### config.mk
export PLATFORM = sky130hd
export DESIGN_NAME = priority_encoder_pend_flat
export DESIGN_NICKNAME = d
export VERILOG_FILES = /design/src/rtl/priority_encoder_pend_if.sv /design/src/rtl/priority_encoder_pend.sv /design/src/flat_wrapper.sv
export SDC_FILE = /design/constraint.sdc
export NUM_CORES = 1
export LEC_CHECK = 0
export ABC_AREA = 1
export ABC_CLOCK_PERIOD_IN_PS = 1350
export BUFFER_PORTS_ARGS = -buffer_cell sky130_fd_sc_hd__buf_4
export CORE_AREA = 4 4 41 43
export DETAILED_ROUTE_END_ITERATION = 7
export DIE_AREA = 0 0 45 47
export GPL_ROUTABILITY_DRIVEN = 1
export PLACE_DENSITY = 0.64
export SETUP_SLACK_MARGIN = 0.4
export SLEW_MARGIN = 40
export SYNTH_ARGS = -nofsm -noshare
export SYNTH_HDL_FRONTEND = slang
export SYNTH_SLANG_ARGS = --single-unit
### constraint.sdc
create_clock -name clk -period 1.35 [get_ports clk]
set_input_delay 0.0675 -clock clk [delete_from_list [all_inputs] [get_ports clk]]
set_output_delay 0.0675 -clock clk [all_outputs]
set_load 0.1 [all_outputs]
### src/rtl/priority_encoder_pend_if.sv
// Request/index bundle for the pending priority encoder.
// The producer/consumer side (master) drives capture enable, request lines
// and ack; the encoder (slave) returns the index and status flags.
interface priority_encoder_pend_if #(
  parameter int N     = 4,
  parameter int OUT_W = 2
);
  logic             en;
  logic [N-1:0]     din;
  logic             ack;
  logic [OUT_W-1:0] dout;
  logic             valid;
  logic             multi;
  logic             merged;
  logic [N-1:0]     pend;

  modport master (
    output en, din, ack,
    input  dout, valid, multi, merged, pend
  );

  modport slave (
    input  en, din, ack,
    output dout, valid, multi, merged, pend
  );
endinterface

### src/rtl/priority_encoder_pend.sv
// Sequential N-to-log2(N) priority encoder with pending-request latching.
// Request pulses are accumulated in a pending register; the highest pending
// index is presented until acked. All outputs decode from the register only,
// so there is no combinational path from din or ack to any output.
// N must be a power of two in 2..16 and OUT_W must equal clog2(N).
module priority_encoder_pend #(
  parameter int N     = 4,
  parameter int OUT_W = 2
) (
  input  logic                   clk,
  input  logic                   rst_n,
  priority_encoder_pend_if.slave bus
);

  logic [N-1:0]     pend_q;
  logic [N-1:0]     pend_d;
  logic [N-1:0]     cap;
  logic [N-1:0]     clr;
  logic             merged_q;
  logic             merged_d;
  logic [OUT_W-1:0] idx;
  logic [OUT_W:0]   cnt;
  logic             any_pend;

  // Highest set bit wins (later iterations overwrite); also count set bits.
  always_comb begin
    idx = '0;
    cnt = '0;
    for (int i = 0; i < N; i++) begin
      if (pend_q[i]) begin
        idx = OUT_W'(i);
        cnt = cnt + (OUT_W + 1)'(1);
      end
    end
  end

  assign any_pend = |pend_q;

  // Ack only retires the index currently shown; ack while idle does nothing.
  always_comb begin
    clr = '0;
    if (any_pend && bus.ack) begin
      clr[idx] = 1'b1;
    end
  end

  assign cap = bus.en ? bus.din : '0;

  // Set beats clear on the same bit; a merge is only a hit on a bit that
  // stays pending, so re-requesting a bit being acked is not a merge.
  always_comb begin
    pend_d   = (pend_q & ~clr) | cap;
    merged_d = |(cap & pend_q & ~clr);
  end

  // Pending register and merge pulse, both cleared asynchronously.
  always_ff @(posedge clk or negedge rst_n) begin
    if (!rst_n) begin
      pend_q   <= '0;
      merged_q <= 1'b0;
    end else begin
      pend_q   <= pend_d;
      merged_q <= merged_d;
    end
  end

  assign bus.dout   = idx;
  assign bus.valid  = any_pend;
  assign bus.multi  = (cnt > (OUT_W + 1)'(1));
  assign bus.merged = merged_q;
  assign bus.pend   = pend_q;

endmodule
### src/flat_wrapper.sv
// flat-port wrapper written by rule: the top's interface ports become plain ports
module priority_encoder_pend_flat 
#(
  parameter int N     = 4,
  parameter int OUT_W = 2
)
  (clk, rst_n, bus_en, bus_din, bus_ack, bus_dout, bus_valid, bus_multi, bus_merged, bus_pend);
  priority_encoder_pend_if #(.N(N), .OUT_W(OUT_W)) bus_i ();
  input  logic clk;
  input  logic rst_n;
  input wire logic [$bits(bus_i.en)-1:0] bus_en;
  input wire logic [$bits(bus_i.din)-1:0] bus_din;
  input wire logic [$bits(bus_i.ack)-1:0] bus_ack;
  output wire logic [$bits(bus_i.dout)-1:0] bus_dout;
  output wire logic [$bits(bus_i.valid)-1:0] bus_valid;
  output wire logic [$bits(bus_i.multi)-1:0] bus_multi;
  output wire logic [$bits(bus_i.merged)-1:0] bus_merged;
  output wire logic [$bits(bus_i.pend)-1:0] bus_pend;
  assign bus_i.en = bus_en;
  assign bus_i.din = bus_din;
  assign bus_i.ack = bus_ack;
  assign bus_dout = bus_i.dout;
  assign bus_valid = bus_i.valid;
  assign bus_multi = bus_i.multi;
  assign bus_merged = bus_i.merged;
  assign bus_pend = bus_i.pend;
  priority_encoder_pend #(.N(N), .OUT_W(OUT_W)) u_core (.clk(clk), .rst_n(rst_n), .bus(bus_i));
endmodule
==> metrics.md <==
| Metric | Value |
|---|---|
| Max Fclk | `533 MHz` |
| Critical path class | `register to primary output` |
| Synth cell types | `18` |
| Number of inserted diodes | `0` |
| Final ANT Viol Nets | `0` |
| Multi-input logic area | `292 µm²` |
| Area contributors post-synth | `dfrtp_1 (33%), ha_1 (13%), nand2_1 (13%), inv_1 (7.9%), o21ai_2 (4.6%)` |
| Max Transition Viols Final | `0` |
| Via count of the routed design | `420` |
| WL met2 | `514 µm` |
| Clk_lat worst skew | `0.24 ns` |
| Commonest non-fill, non-tap cell in the layout | `buf_4` |
| Initial core utilization | `just under 30%` |
| GRT overflow | `0` |
| Reg area | `141 µm²` |
| First-pass GRT wire length | `1.75 mm` |
| Crit-path max FO | `3` |
| Metal3 WL | `64 µm` |
| Port bufs | `16` |
| Worst Setup SP | `u_core.bus.pend[0]` |
| Total CTS buffers | `3` |
| Violated checks | `negative setup slack` |
| Sink Count | `5` |
| R2R Path End | `u_core.bus.merged` |
| DR iter-0 viols | `0` |
| Chip width | `between 40 and 50 µm` |
| Max Root-Sink Buffers | `2` |
| WL met1 | `400 µm` |
| H-tree Lvls | `1` |
| Post-synth top area share | `32.9%` |
| Endpoints failing setup | `3` |
| Final Power | `1.21 mW` |
| Int Pwr | `slightly above 0.6 mW` |
| Worst Hold Slack | `around 0.051 ns` |
| Row Count | `13` |
| Syn nets | `62` |
| Fill count | `119` |
| Net Sw Frac | `between 40% and 50%` |
| Largest net degree at the start of global routing | `6` |
| I/O pins | `17` |
| Worst hold path endpoint | `u_core.bus.pend[1]` |
| Tmin final | `1.87 ns` |
| Worst Clk Skew | `0.000597 ns` |
| R2R setup slack | `~0.07 ns` |
| Critical path endpoint category | `primary output` |
| Worst min-delay path startpoint | `bus_din[1]` |
| Peak supply drop | `0.811 mV` |
| Top Metal Used | `met3` |
| Post-DR vias/cell | `4.33` |
| Register area share after synthesis | `32.9%` |
| CTS tree | `done` |
| Layout cells sized above 1 | `59.8%` |
| Total GRT Usage | `11.6%` |
| Core area | `1300 µm²` |
| WP data arrival | `about 1.8 ns` |
| Hold path depth | `3` |
| Period utilisation layout | `139%` |
| Synth Area per Inst | `7.61 µm²` |
| Routed WL per cell | `approximately 10 µm` |
| Clock-pin slew on the worst setup and hold paths | `about 0.04 ns` |
| Worst reg-to-reg path cell count | `7` |
| Root Driver | `clkbuf_4` |
| Hold violation total from the final report | `0` |
| Min-delay worst type | `input pin to register` |
| Pleak | `0.401 nW` |
| Logic pwr share | `68.8%` |
| Pwr/cell area | `1470 nW/µm²` |
| Initial antenna violation count | `0` |
| DRC violations left | `0` |
| Area of the mapped netlist | `380 µm²` |
| Syn Inst Count | `50` |
| Vias in the first global route | `439` |
| Synth area leader | `dfrtp_1` |
| Layout area overhead | `116%` |
| Worst slew margin | `81.5%` |
| Clock power frac | `14.0%` |
| Final non-filler cell total | `97` |
| Status | `finished, violations left` |
| RD Place Congestion | `0.687` |
| Max-cap violations | `0` |
| RSZ-0062 raised after global routing | `yes` |
| Reg-to-Reg Start | `u_core.bus.pend[2]` |
| CP required | `between 1 and 1.5 ns` |
| Placed cell count | `89` |
| Fraction of power consumed by sequential logic | `17.1%` |
| Drt pass-1 iters | `1` |
| Worst slew pin tran | `0.280 ns` |
| Nets | `95` |
| Final WS setup | `-0.524 ns` |
| Synth Register Bits | `5` |
| Final wirelength | `979 µm` |
| Leading cell types in the layout, fill and taps excluded | `buf_4 (16), nand2_1 (13), inv_1 (6), buf_12 (6), buf_6 (5)` |
| DP HPWL | `812 µm` |
| Switching pwr | `0.592 mW` |
| Fin util | `63.3%` |
| Die height | `47 µm` |
| Die area | `2120 µm²` |
| Crit start category | `register` |
| Synth Warn # | `0` |
[timing repair]
action                                 4_1_cts  5_1_grt
endpoints found under the hold margin        5        0
pin swaps                                    0        3
setup endpoints to repair                   12       12
gates resized for setup                     24        0
hold buffers                                 1        0
setup buffers                                3        0
cloned                                       0        0
[flip-flops by register name (all words and copies together) (netlist names)]
register / flops
u_core.bus.pend: 4
u_core.bus.merged: 1
[worst max path at each step]
stage	to	slack [ns]	depth (start not counted)
finish	bus_multi	-0.52	8
global route	bus_multi	-0.62	8
CTS	bus_multi	-0.55	8
detailed placement	bus_multi	-0.35	8
global placement	bus_multi	-0.36	8
floorplan	bus_multi	-0.56	7
[cells by family after synthesis]
logic type	share of synthesized area (%)
AND/OR/NAND/NOR	31.9
adder cells (fa/ha/maj)	13.2
XOR/XNOR	4.61
flip-flops	32.9
AO/OA/AOI/OAI	8.55
buffers and inverters	8.88
[critical path: stages (launching register included)]
cell	delay, ns
dfrtp_4	0.49
inv_4	0.07
ha_4	0.20
xor2_1	0.14
ha_1	0.17
nand2_1	0.10
xnor2_2	0.13
nand3_4	0.10
buf_12	0.17
[cells in the mapped netlist (all sizes together)]
cell     n
a21oi    2
nor3     2
xor2     1
nand3b   2
inv      9
nor2     2
ha       4
xnor2    1
nand3    4
o21ai    3
dfrtp    5
nand2   14
or2      1
[through the flow]
step                worst slack [ns]  setup TNS [ns]  instance area, µm²
finish                        -0.524          -0.676                 823
global route                  -0.623          -0.874                 823
CTS                           -0.548          -0.741                 823
detailed placement            -0.354          -0.354                 663
global placement              -0.357          -0.357                 663
floorplan                     -0.558           -1.04                 464
[final cells by class]
class                           count  area share [%]
Clock buffer                        4            3.19
Inverter                            9            4.71
Multi-Input combinational cell     36            35.4
Sequential cell                     5            17.2
Tap cell                           15            2.28
Timing Repair Buffer               28            37.2
[layer usage]
| layer | up-vias | track usage [%] |
|---|---|---|
| met1 | 184 | 12.4 |
| met5 | - | 0 |
| li1 | 223 | - |
| met2 | 13 | 20.9 |
| met4 | 0 | 8.77 |
| met3 | 0 | 1.15 |
[power groups by stage]
stage,logic (mW),clock network (mW),registers (mW)
after CTS,0.838,0.181,0.208
after global routing,0.876,0.188,0.210
after floorplan,0.358,0,0.369
after global placement,0.683,0,0.209
final,0.833,0.170,0.207
after detailed placement,0.689,0,0.212
No activity file was read; power rests on OpenSTA's default activity.
